$ cat config.mk
export PLATFORM = sky130hd
export DESIGN_NAME = if_fetch
export DESIGN_NICKNAME = d
export VERILOG_FILES = /design/src/rtl/if_fetch_pkg.sv /design/src/rtl/if_fetch_skid.sv /design/src/rtl/if_fetch.sv
export SDC_FILE = /design/constraint.sdc
export NUM_CORES = 1
export LEC_CHECK = 0
export CAP_MARGIN = 30
export CORE_MARGIN = 10
export CORE_UTILIZATION = 48
export DETAILED_ROUTE_END_ITERATION = 10
export PLACE_DENSITY = 0.82
export SYNTH_ARGS = -nofsm -noshare
export SYNTH_HDL_FRONTEND = slang
export SYNTH_SLANG_ARGS = --single-unit
$ cat constraint.sdc
create_clock -name clk -period 2.7 [get_ports clk]
set_input_delay 0.54 -clock clk [delete_from_list [all_inputs] [get_ports clk]]
set_output_delay 0.54 -clock clk [all_outputs]
set_load 0.005 [all_outputs]
$ cat src/rtl/if_fetch_pkg.sv
// Shared types and constants for the instruction-fetch stage.
package if_fetch_pkg;

    localparam logic [31:0] RESET_PC  = 32'h0100_0000;
    localparam logic [31:0] ILEN      = 32'd4;
    localparam logic [31:0] INSTR_NOP = 32'h0000_0013;

    typedef enum logic [1:0] {
        IDLE = 2'd0,
        REQ  = 2'd1,
        WAIT = 2'd2,
        HOLD = 2'd3
    } fetch_state_t;

    typedef struct packed {
        logic [31:0] pc;
        logic [31:0] instr;
    } ifid_t;

    localparam ifid_t IFID_RESET = '{pc: RESET_PC, instr: INSTR_NOP};

endpackage

$ cat src/rtl/if_fetch_skid.sv
// IF/ID pipeline register with a one-entry skid buffer behind it; flush empties both.
module if_fetch_skid
    import if_fetch_pkg::*;
(
    input  logic  clk,
    input  logic  rst,
    input  logic  flush,
    input  logic  push,
    input  ifid_t push_data,
    input  logic  out_ready,
    output logic  out_valid,
    output ifid_t out_data,
    output logic  buf_valid
);

    ifid_t buf_data;

    always_ff @(posedge clk or negedge rst) begin
        if (!rst) begin
            out_valid <= 1'b0;
            buf_valid <= 1'b0;
            out_data  <= IFID_RESET;
            buf_data  <= IFID_RESET;
        end else if (flush) begin
            out_valid <= 1'b0;
            buf_valid <= 1'b0;
        end else if (buf_valid) begin
            // buffer only fills while the register is full, so out_valid stays set
            if (out_ready) begin
                out_data  <= buf_data;
                buf_valid <= 1'b0;
            end
        end else if (push && (!out_valid || out_ready)) begin
            out_data  <= push_data;
            out_valid <= 1'b1;
        end else if (push) begin
            buf_data  <= push_data;
            buf_valid <= 1'b1;
        end else if (out_valid && out_ready) begin
            out_valid <= 1'b0;
        end
    end

endmodule

$ cat src/rtl/if_fetch.sv
// Instruction fetch: issues imem reads at pc, sequences pc (+ILEN / redirect), fills IF/ID.
// Optional misaligned-fetch trap: define IF_FETCH_MISALIGN_TRAP_EN.
//
//   state | meaning
//   IDLE  | after reset, go to REQ next cycle
//   REQ   | request valid at pc (or held address after a redirect) until handshake
//   WAIT  | waiting for the response; drop it if kill is set
//   HOLD  | response parked in skid buffer until decode takes IF/ID
module if_fetch
    import if_fetch_pkg::*;
(
    input  logic        clk,
    input  logic        rst,
    input  logic [31:0] pc,
    output logic [31:0] pc_tmp,
    output logic        pc_en,
    input  logic        redirect_valid,
    input  logic [31:0] redirect_target,
    output logic        imem_req_valid,
    input  logic        imem_req_ready,
    output logic [31:0] imem_addr,
    input  logic        imem_rsp_valid,
    input  logic [31:0] imem_rsp_data,
    output logic        ifid_valid,
    input  logic        ifid_ready,
    output logic [31:0] ifid_pc,
    output logic [31:0] ifid_instr
`ifdef IF_FETCH_MISALIGN_TRAP_EN
    ,
    output logic        fetch_fault
`endif
);

    fetch_state_t state;
    logic         kill;
    logic         hold;
    logic [31:0]  hold_addr;
    logic         buf_valid;
    logic         misalign;
    logic         req_fire;
    logic         accept;
    logic         direct;
    logic [31:0]  req_pc;
    logic [31:0]  redir_pc;
    ifid_t        ifid_q;

    // after a redirect the outstanding request keeps its old address
    assign req_pc = hold ? hold_addr : pc;

`ifdef IF_FETCH_MISALIGN_TRAP_EN
    assign misalign  = (state == REQ) && !hold && (pc[1:0] != 2'b00);
    assign redir_pc  = redirect_target;
    assign imem_addr = req_pc;
`else
    logic unused_lsb;
    assign unused_lsb = ^{redirect_target[1:0], req_pc[1:0]};
    assign misalign   = 1'b0;
    assign redir_pc   = {redirect_target[31:2], 2'b00};
    assign imem_addr  = {req_pc[31:2], 2'b00};
`endif

    assign imem_req_valid = (state == REQ) && !misalign;
    assign req_fire       = imem_req_valid && imem_req_ready;
    assign accept         = (state == WAIT) && imem_rsp_valid && !kill && !redirect_valid;
    assign direct         = !ifid_valid || ifid_ready;
    assign pc_en          = redirect_valid || accept;
    assign pc_tmp         = redirect_valid ? redir_pc : pc + ILEN;

    always_ff @(posedge clk or negedge rst) begin
        if (!rst) begin
            state     <= IDLE;
            kill      <= 1'b0;
            hold      <= 1'b0;
            hold_addr <= RESET_PC;
        end else begin
            case (state)
                IDLE: state <= REQ;
                REQ: begin
                    if (req_fire) begin
                        state <= WAIT;
                        hold  <= 1'b0;
                        if (redirect_valid) kill <= 1'b1;
                    end else if (redirect_valid && imem_req_valid) begin
                        kill <= 1'b1;
                        if (!hold) begin
                            hold      <= 1'b1;
                            hold_addr <= pc;
                        end
                    end
                end
                WAIT: begin
                    if (imem_rsp_valid) begin
                        kill  <= 1'b0;
                        state <= (redirect_valid || kill || direct) ? REQ : HOLD;
                    end else if (redirect_valid) begin
                        kill <= 1'b1;
                    end
                end
                HOLD: if (redirect_valid || ifid_ready) state <= REQ;
                default: state <= IDLE;
            endcase
        end
    end

`ifdef IF_FETCH_MISALIGN_TRAP_EN
    always_ff @(posedge clk or negedge rst) begin
        if (!rst)                fetch_fault <= 1'b0;
        else if (redirect_valid) fetch_fault <= 1'b0;
        else if (misalign)       fetch_fault <= 1'b1;
    end
`endif

    if_fetch_skid u_skid (
        .clk       (clk),
        .rst       (rst),
        .flush     (redirect_valid),
        .push      (accept),
        .push_data ('{pc: pc, instr: imem_rsp_data}),
        .out_ready (ifid_ready),
        .out_valid (ifid_valid),
        .out_data  (ifid_q),
        .buf_valid (buf_valid)
    );

    assign ifid_pc    = ifid_q.pc;
    assign ifid_instr = ifid_q.instr;

endmodule

==> impl_metrics.ini <==
[cells_and_area]
layout.nets = 1113
final_cell_mix = clkdlybuf4s50_1 (176), dfrtp_1 (154), mux2_2 (119)
ff_latch_area_um2 = 4120
final_common_cell = clkdlybuf4s50_1
layout-drive-gt1-share_pct = 29.4
antennaDiodeCount = 0
multi_input_area_um2 = 3850
syn2layout_area_growth_pct = 44.9
fill_cells = 1211

[global_routing]
grt_overflow = 0
antenna_found_initial = 1
grt_start_max_net_pins = 85
grt_usage_pct = 21.4
grt_pass1_wl_um = 38000
grt_pass1_vias = 6999

[timing]
setup_ws_ps = 36.7
fmax_mhz = 375
slew_viol_final = 0
final_hold_viol_count = 0
setup_viol = 0
fin_crit_ps = 2660
min_period_over_period_pct = 98.6
whs_ps = 34.2
fin_skew_ps = 10.2
worst_pin_slew_ps = 884
slew_headroom_pct = 41.1
fin_setup_tns_ps = 0

[logic_synthesis]
yosysWarnings = 0
syn_inst = 729
synth_cell_types = 45
syn_area_um2 = 8120
seq_area_frac_synth_pct = 50.7
async_reset_ff_share_pct = 100
avgSynthCellArea_um2 = 11.1
synth_seq_cells = 164
synth_ff_type = dfrtp_1
synth_edf_count = 0

[setup_path]
crit_required_ps = 2160
r2r_end = u_skid.buf_data[62]
startpoint = pc[28]
path_max_fanout = 2
startpoint_type = primary input
ff2ff_path_depth = 7
cp-end-kind = output pin
rrSetupSlack_ps = 520
critical_path_class = primary input to output pin
endpoint = pc_tmp[31]
cp.arrival_ps = 2120
r2r_start = state[0]

[power]
worst_ir_drop_vdd_uv = 551
power_density_nw_per_um2 = 682
total_power_mw = 8.03
p_leak_nw = 5.07

[clock_network]
cts.sinks = 164
ctsHoldBuffers = 0
htreeDepth = 4
insertion_delay_ps = 420
numCtsBuffers = 17
clkTransAtPathRegs_ps = 60
tritoncts = yes
root_buffer = clkbuf_16
cts_buffer_depth = 2

[drt]
wl_um = 24300
via_count = 6763
vias_per_cell = 5.46
first_iter_violations = 325
drt-pass1-iter-count = 5
wire_per_inst_um = 19.6
drc = 0
ant_nets = 0

[floorplan]
start_util_pct = 48.9
die_x_um = 150
rows = 47
ios = 233
fp.dieH_um = 150
core_um2 = 16600
dieArea_um2 = 22500

[worst_hold_path]
hold_class = primary input to asynchronous set/reset pin

[run]
maxCapViolCount = 0

[run_status]
status = finished clean

[place]
place_ws_ps = -793
gp_congestion = 0.861
dp_hpwl_um = 17200
port_buffers = 228
layout make-up:
class | count | share of cell area, %
inverters | 7 | 0.223
multi-input cells | 503 | 32.7
flip-flops and latches | 164 | 35.0
clock inverters | 9 | 1.30
repair buffers | 314 | 24.4
clock buffers | 22 | 3.95
well taps | 220 | 2.34
layer usage:
metal  track usage, %  up-vias  part of all wire, %
met5                0        -                0.045
met4             7.39        2                  2.5
met3             6.64       46                  7.5
met2             35.9      247                   49
met1             25.5     3304                   41
li1                 -     3164                    -
state kept, by name (all words and copies together) (netlist names):
name	flops
u_skid.out_data	64
hold_addr	30
kill	1
state	2
u_skid.buf_data	64
u_skid.buf_valid	1
u_skid.out_valid	1
hold	1
how the worst min path moves through the flow:
stage	startpoint	to	slack (ps)	cells past startpoint
finish	rst	hold_addr[27]	30	1
global placement	u_skid.out_data[11]	u_skid.out_data[11]	460	2
CTS	rst	u_skid.out_data[59]	50	1
global route	rst	hold_addr[23]	60	1
detailed placement	u_skid.out_data[42]	u_skid.out_data[42]	470	2
floorplan	rst	hold	240	0
power breakdown:
group / leakage (nW) / internal [mW] / switching [mW]
registers: 2.19 / 2.86 / 0.211
clock network: 0.292 / 1.59 / 0.959
logic: 2.58 / 1.44 / 0.960
critical path: stages:
cell	delay [ps]
clkdlybuf4s15_2	190
nand3_1	90
or4_4	540
or4_1	420
a31oi_1	190
buf_2	150
cell usage after synthesis, types with 3 or more instances:
cell type / n / area [µm²]
nand2b_1: 4 / 25.0
and3_1: 5 / 31.3
o41a_1: 3 / 33.8
nor4_1: 4 / 25.0
clkbuf_1: 23 / 86.3
inv_1: 6 / 22.5
nand2_1: 95 / 357
buf_2: 24 / 120
o31ai_1: 8 / 60.1
a31oi_1: 13 / 81.3
mux2_2: 119 / 1340
a221o_1: 3 / 30.0
or3_1: 3 / 18.8
nand3_1: 9 / 45.0
buf_1: 6 / 22.5
dfrtp_1: 155 / 3880
buf_4: 3 / 22.5
o21ai_0: 84 / 420
dfstp_2: 9 / 236
xnor2_1: 3 / 26.3
a21oi_1: 4 / 20.0
nor2b_1: 7 / 43.8
nor2_1: 22 / 82.6
or4_1: 10 / 75.1
xor2_1: 9 / 78.8
and4_1: 3 / 26.3
ha_1: 4 / 50.1
mux2_1: 3 / 33.8
nand4_1: 7 / 43.8
mux2i_1: 64 / 641
per-stage QoR:
stage	instances	utilization (%)	cell area, µm²
floorplan	730	-	8120
finish	1239	70.9	11800
detailed placement	1197	66.7	11100
global placement	1197	66.7	11100
CTS	1238	71.0	11800
global route	1239	70.9	11800
logic make-up (layout without fill, tap and decap cells):
| family | after synthesis | in the layout | synth area share, % |
|---|---|---|---|
| fa+ha+maj | 4 | 4 | 0.617 |
| mux | 186 | 186 | 24.8 |
| xor+xnor | 12 | 12 | 1.30 |
| buf+inv | 63 | 352 | 3.42 |
| compound gates | 122 | 122 | 8.71 |
| other cells | 1 | 2 | 0.0462 |
| simple gates | 177 | 177 | 10.4 |
| flops | 164 | 164 | 50.7 |
timing repair:
item	4_1_cts	5_1_grt
resized for setup	153	36
pin swaps	22	16
endpoints found under the setup margin	30	21
setup buffers	10	2
cloned	1	0
No activity file was read; power rests on OpenSTA's default activity.
